$ cat config.mk
export PLATFORM = sky130hd
export DESIGN_NAME = vga_timing_monitor
export DESIGN_NICKNAME = d
export VERILOG_FILES = /design/src/rtl/vga_timing_monitor.sv
export SDC_FILE = /design/constraint.sdc
export NUM_CORES = 1
export LEC_CHECK = 0
export ABC_AREA = 1
export BUFFER_PORTS_ARGS = -buffer_cell sky130_fd_sc_hd__buf_2
export CORE_ASPECT_RATIO = 1.4
export CORE_MARGIN = 5
export CORE_UTILIZATION = 60
export DETAILED_ROUTE_END_ITERATION = 10
export PLACE_DENSITY_LB_ADDON = 0.15
export SKIP_CTS_REPAIR_TIMING = 1
export SLEW_MARGIN = 30
export SYNTH_ARGS = -nofsm -noshare
export SYNTH_HDL_FRONTEND = slang
export SYNTH_SLANG_ARGS = --single-unit
$ cat constraint.sdc
create_clock -name clk -period 2.3 [get_ports clk]
set_input_delay 0.23 -clock clk [delete_from_list [all_inputs] [get_ports clk]]
set_output_delay 0.23 -clock clk [all_outputs]
set_load 0.01 [all_outputs]
$ cat src/rtl/vga_timing_monitor.sv
// Line/frame timing checker for the wrapper_digit10 video stream: sticky errors, lock, frame count.
// Optional per-frame lit-pixel statistics when VGA_MON_PX_STATS_EN is defined.
module vga_timing_monitor #(
    parameter int H_TOTAL     = 309,
    parameter int H_SYNC      = 23,
    parameter int V_TOTAL     = 262,
    parameter int V_SYNC      = 3,
    parameter int CLK_PER_PIX = 2
) (
    input  logic        clk,
    input  logic        reset,
    input  logic        hsync,
    input  logic        vsync,
    input  logic [2:0]  rgb,
    input  logic        clr_err,
    output logic        locked,
    output logic [15:0] frame_cnt,
    output logic [11:0] line_len,
    output logic [9:0]  frame_lines,
    output logic        err_hperiod,
    output logic        err_hwidth,
    output logic        err_vperiod,
    output logic        err_vwidth
`ifdef VGA_MON_PX_STATS_EN
    ,
    output logic [19:0] px_count
`endif
);

    localparam logic [1:0] SEARCH  = 2'd0;
    localparam logic [1:0] MEASURE = 2'd1;
    localparam logic [1:0] LOCKED  = 2'd2;

    localparam logic [11:0] H_PER = 12'(H_TOTAL * CLK_PER_PIX);
    localparam logic [11:0] H_SW  = 12'(H_SYNC * CLK_PER_PIX);
    localparam logic [9:0]  V_TOT = 10'(V_TOTAL);
    localparam logic [9:0]  V_SW  = 10'(V_SYNC);

    logic        hs_s1, hs_s2, vs_s1, vs_s2;
    logic        hfall, hrise, vfall, vrise;
    logic [11:0] hcnt, hlow, hcnt_snap;
    logic [9:0]  lcnt, vlow, lcnt_snap;
    logic        hf_q, hr_q, vf_q, vr_q;
    logic        hper_bad, hw_bad, vper_bad, vw_bad;
    logic        clr_q;

    logic [1:0]  state, good;
    logic        frame_bad;
    logic        checking, mis_hp, mis_hw, mis_vp, mis_vw, mis_any;

    assign hfall = hs_s2 & ~hs_s1;
    assign hrise = ~hs_s2 & hs_s1;
    assign vfall = vs_s2 & ~vs_s1;
    assign vrise = ~vs_s2 & vs_s1;

    // Detection stage: counters act on the raw edges, results are snapshotted for the next stage.
    always_ff @(posedge clk or negedge reset) begin
        if (!reset) begin
            hs_s1     <= 1'b1;
            hs_s2     <= 1'b1;
            vs_s1     <= 1'b1;
            vs_s2     <= 1'b1;
            hcnt      <= '0;
            hlow      <= '0;
            lcnt      <= '0;
            vlow      <= '0;
            hcnt_snap <= '0;
            lcnt_snap <= '0;
            hf_q      <= 1'b0;
            hr_q      <= 1'b0;
            vf_q      <= 1'b0;
            vr_q      <= 1'b0;
            hper_bad  <= 1'b0;
            hw_bad    <= 1'b0;
            vper_bad  <= 1'b0;
            vw_bad    <= 1'b0;
            clr_q     <= 1'b0;
        end else begin
            hs_s1 <= hsync;
            hs_s2 <= hs_s1;
            vs_s1 <= vsync;
            vs_s2 <= vs_s1;
            clr_q <= clr_err;

            if (hfall)
                hcnt <= 12'd1;
            else if (hcnt != 12'hFFF)
                hcnt <= hcnt + 12'd1;

            if (hfall)
                hlow <= 12'd1;
            else if (!hs_s1 && hlow != 12'hFFF)
                hlow <= hlow + 12'd1;

            // A line start coinciding with the frame start belongs to the new frame.
            if (vfall)
                lcnt <= {9'd0, hfall};
            else if (hfall && lcnt != 10'h3FF)
                lcnt <= lcnt + 10'd1;

            if (vfall)
                vlow <= {9'd0, hfall};
            else if (hfall && !vs_s1 && vlow != 10'h3FF)
                vlow <= vlow + 10'd1;

            hf_q <= hfall;
            hr_q <= hrise;
            vf_q <= vfall;
            vr_q <= vrise;

            if (hfall) begin
                hcnt_snap <= hcnt;
                hper_bad  <= (hcnt != H_PER);
            end
            if (vfall) begin
                lcnt_snap <= lcnt;
                vper_bad  <= (lcnt != V_TOT);
            end
            hw_bad <= (hlow != H_SW);
            vw_bad <= (vlow != V_SW);
        end
    end

    always_comb begin
        checking = (state == MEASURE) || (state == LOCKED);
        mis_hp   = hf_q & hper_bad;
        mis_hw   = hr_q & hw_bad;
        mis_vp   = vf_q & vper_bad;
        mis_vw   = vr_q & vw_bad;
        mis_any  = checking & (mis_hp | mis_hw | mis_vp | mis_vw);
    end

    always_ff @(posedge clk or negedge reset) begin
        if (!reset) begin
            state       <= SEARCH;
            good        <= '0;
            frame_bad   <= 1'b0;
            frame_cnt   <= '0;
            line_len    <= '0;
            frame_lines <= '0;
            err_hperiod <= 1'b0;
            err_hwidth  <= 1'b0;
            err_vperiod <= 1'b0;
            err_vwidth  <= 1'b0;
        end else begin
            if (hf_q)
                line_len <= hcnt_snap;
            if (vf_q)
                frame_lines <= lcnt_snap;

            // A new error outranks a simultaneous clear.
            err_hperiod <= (checking & mis_hp) | (err_hperiod & ~clr_q);
            err_hwidth  <= (checking & mis_hw) | (err_hwidth & ~clr_q);
            err_vperiod <= (checking & mis_vp) | (err_vperiod & ~clr_q);
            err_vwidth  <= (checking & mis_vw) | (err_vwidth & ~clr_q);

            case (state)
                SEARCH: begin
                    if (vf_q) begin
                        state     <= MEASURE;
                        good      <= '0;
                        frame_bad <= 1'b0;
                    end
                end
                MEASURE: begin
                    if (vf_q) begin
                        frame_bad <= 1'b0;
                        if (mis_any || frame_bad) begin
                            good <= '0;
                        end else if (good == 2'd1) begin
                            good      <= 2'd2;
                            state     <= LOCKED;
                            frame_cnt <= frame_cnt + 16'd1;
                        end else begin
                            good <= good + 2'd1;
                        end
                    end else if (mis_any) begin
                        good      <= '0;
                        frame_bad <= 1'b1;
                    end
                end
                LOCKED: begin
                    if (vf_q)
                        frame_cnt <= frame_cnt + 16'd1;
                    if (mis_any) begin
                        state     <= MEASURE;
                        good      <= '0;
                        frame_bad <= ~vf_q;
                    end
                end
                default: begin
                    state <= SEARCH;
                    good  <= '0;
                end
            endcase
        end
    end

    assign locked = (state == LOCKED);

`ifdef VGA_MON_PX_STATS_EN
    localparam logic [7:0] PH_LAST = 8'(CLK_PER_PIX - 1);

    logic [2:0]  rgb_s1, rgb_s2;
    logic [7:0]  phase;
    logic [19:0] pcnt;
    logic        px_hit;

    assign px_hit = (phase == PH_LAST) && hs_s2 && vs_s2 && (rgb_s2 != 3'd0);

    // The pixel sampled on the frame-start cycle still belongs to the closing frame.
    always_ff @(posedge clk or negedge reset) begin
        if (!reset) begin
            rgb_s1   <= '0;
            rgb_s2   <= '0;
            phase    <= '0;
            pcnt     <= '0;
            px_count <= '0;
        end else begin
            rgb_s1 <= rgb;
            rgb_s2 <= rgb_s1;

            if (hfall || phase == PH_LAST)
                phase <= '0;
            else
                phase <= phase + 8'd1;

            if (vfall) begin
                px_count <= (px_hit && pcnt != 20'hFFFFF) ? pcnt + 20'd1 : pcnt;
                pcnt     <= '0;
            end else if (px_hit && pcnt != 20'hFFFFF) begin
                pcnt <= pcnt + 20'd1;
            end
        end
    end
`else
    logic rgb_unused;
    assign rgb_unused = ^rgb;
`endif

endmodule

==> metrics.yaml <==
htreeDepth: 4
hold_ws_ps: 365
start_util_pct: 60.6
yosysSeqAreaShare_pct: 50.6
worstSetupPathType: "register to register"
grt_pass1_wl_um: 22600
syn_area_per_cell_um2: 8.41
first_global_vias: 5047
clk_pin_slew_ps: 60
required_ps: 2570
clock_path_buffers: 2
crit_chain: "nand2_1, inv_1, nand2_1, nand2_1, o21ai_0"
p_per_area_nw_per_um2: 973
cts.sinks: 126
r2r.worst_path.cells: 5
worst_pin_slew_ps: 655
cpMostUsedCell: "nand2_1"
dieWidth_um: 96.2
first_pass_iters: 4
status: "finished clean"
yosysUniqueCellTypes: 40
hold_path.class: "register to register"
fp-row-count: 44
synthCells: 742
vias_per_cell: 5.44
die_h_um: 131
die_area_um2: 12600
hold_viol: 0
max_freq_mhz: 531
drt_iter0_markers: 302
synth_edf_count: 0
antenna_found_initial: 0
numCtsBuffers: 17
synth_nets: 763
synthArstFlopShare_pct: 100
route.detailed.drc: 0
ys_warn_count: 0
portBuffers: 47
rsz0062_at_grt: "false"
use_met2_pct: 40.8
clk_latency_ps: 410
gr-usage-all-layers_pct: 23.0
multi_input_comb_area_um2: 2650
grt_use_met3_pct: 5.90
holdPathStages: 0
final.fill_count: 771
setup_viol: 0
core-area_um2: 10300
route.vias.total: 5175
synth-seq-cells: 126
diodes: 0
worstPathArrival_ps: 2160
critical-path-max-stage-delay_ps: 540
cts-root-buf: "clkbuf_16"
area_delta_synth_final_pct: 17.4
cts_tree: "done"
peakVddDrop_mv: 0.621
endpoint_kind: "register"
nets: 823
slew_headroom_pct: 56.3
fin_skew_ps: 4.93
seqCellArea_um2: 3160
timing.critical_path.buf_inv: 1
post-route-period-util_pct: 81.8
cp_max_fo: 16
drive_gt1_share_pct: 15.2
io_pins: 51
wire_per_inst_um: 14.0
cp.depth: 5
dp_hpwl_um: 9190
stdcell_count: 952
syn-cell-area_um2: 6240
wl_um: 13300
grt-ovfl-total: 0
critical-path-top-delay-family: "simple AND/OR/NAND/NOR gates"
dp_cells: 917
maxSlewViolCount: 0
grt_max_degree: 53
grt_busiest_layer: "met2"
start_kind: "register"
fin_setup_tns_ps: 0
grt_use_met1_pct: 26.3
place.gp.congestion: 0.872
cp_slowest_cell: "dfstp_2"
leakagePower_nw: 3.57
ys_top_cells_by_area: "dfrtp_1 49%, nand2_1 13%, inv_1 5.0%, nand3_1 4.5%, o21ai_0 4.4%"
total_power_mw: 7.13
final_core_util_pct: 71.2
ant_nets: 0
cap_violations: 0
synth-main-ff-cell: "dfrtp_1"
yosysTopAreaCellShare_pct: 48.9
synth.largest_area_cell: "dfrtp_1"
period_needed_ps: 1880
logic make-up after synthesis:
| group | Yosys count | synth area share (%) |
|---|---|---|
| xor+xnor | 18 | 2.53 |
| simple gates | 380 | 27.2 |
| flops | 126 | 50.6 |
| buf+inv | 104 | 6.99 |
| mux | 11 | 1.98 |
| compound gates | 90 | 8.08 |
| fa+ha+maj | 13 | 2.61 |
stage by stage:
stage / cell area [µm²] / worst slack, ps
global placement: 6620 / 475
floorplan: 6240 / 625
detailed placement: 6620 / 440
finish: 7330 / 417
global route: 7330 / 273
CTS: 7290 / 428
state kept, by name, summed over array words and instances, names as in the netlist, 2 cells and up:
register and flops:
frame_cnt 16, lcnt_snap 10, state 2, line_len 12, hcnt_snap 12, vlow 10
good 2, frame_lines 10, hlow 12, lcnt 10, hcnt 12
placed cells by master (no fill, tap or decap), types with 4 or more instances in the layout:
cell type and count:
dfstp_2 4, o31ai_1 4, buf_4 8, xnor2_1 7, dlygate4sd3_1 4, nand4_1 27
nand3_1 56, mux2_2 11, o21ai_0 55, nand3b_1 4, ha_1 13, clkbuf_16 17
nor2_1 46, xor2_1 11, nor3_1 16, a21oi_1 13, inv_1 83, bufinv_16 6
dfrtp_1 122, nand2_2 7, buf_2 46, o22ai_1 5, nand2_1 209
path summary, 6_finish.rpt:
kind / start / slack [ps] / end
min in group asynchronous: reset / 390 / frame_cnt[8]
hold / removal: hs_s1 / 370 / hs_s2
setup / recovery: hs_s2 / 420 / lcnt[4]
setup reg to reg: hs_s2 / 420 / lcnt[4]
hold reg to reg: hs_s1 / 370 / hs_s2
max in group asynchronous: reset / 1170 / hs_s2
layout make-up:
cell class | count | share of cell area [%]
sequential | 126 | 43.1
multi-input combinational | 512 | 36.1
clock inverter | 11 | 2.90
inverter | 86 | 4.49
timing repair buffer | 59 | 4.78
clock buffer | 20 | 6.23
tap | 138 | 2.36
where the power goes:
part	internal (mW)	total [mW]	leakage [nW]	switching [mW]
Clock	2.08	3.02	0.318	0.943
Combinational	0.483	1.37	1.58	0.891
Sequential	2.48	2.73	1.67	0.252
routing by layer:
layer,wire (µm),vias up
met3,594,27
li1,-,2554
met2,6990,131
met1,5470,2463
met5,0,-
met4,237,0
synth_stat cells (2+ instances only):
library cell,number
ha_1,13
a31oi_1,3
xnor2_1,7
nand4_1,27
dfrtp_1,122
nor3_1,16
clkbuf_1,10
dfstp_2,4
nand2_1,209
nor2_2,2
o211ai_1,2
nand3b_1,4
o31ai_1,4
buf_2,2
mux2_2,11
nand2_2,7
nor2_1,46
o21ai_2,2
xor2_1,11
nor4_1,3
a21oi_1,13
o21ai_0,55
nor2_4,2
buf_4,3
nor3_2,3
inv_1,83
o21ai_1,3
nand3_1,56
o22ai_1,5
nand2_4,3
buf_6,2
(Power assumes the default switching activity.)
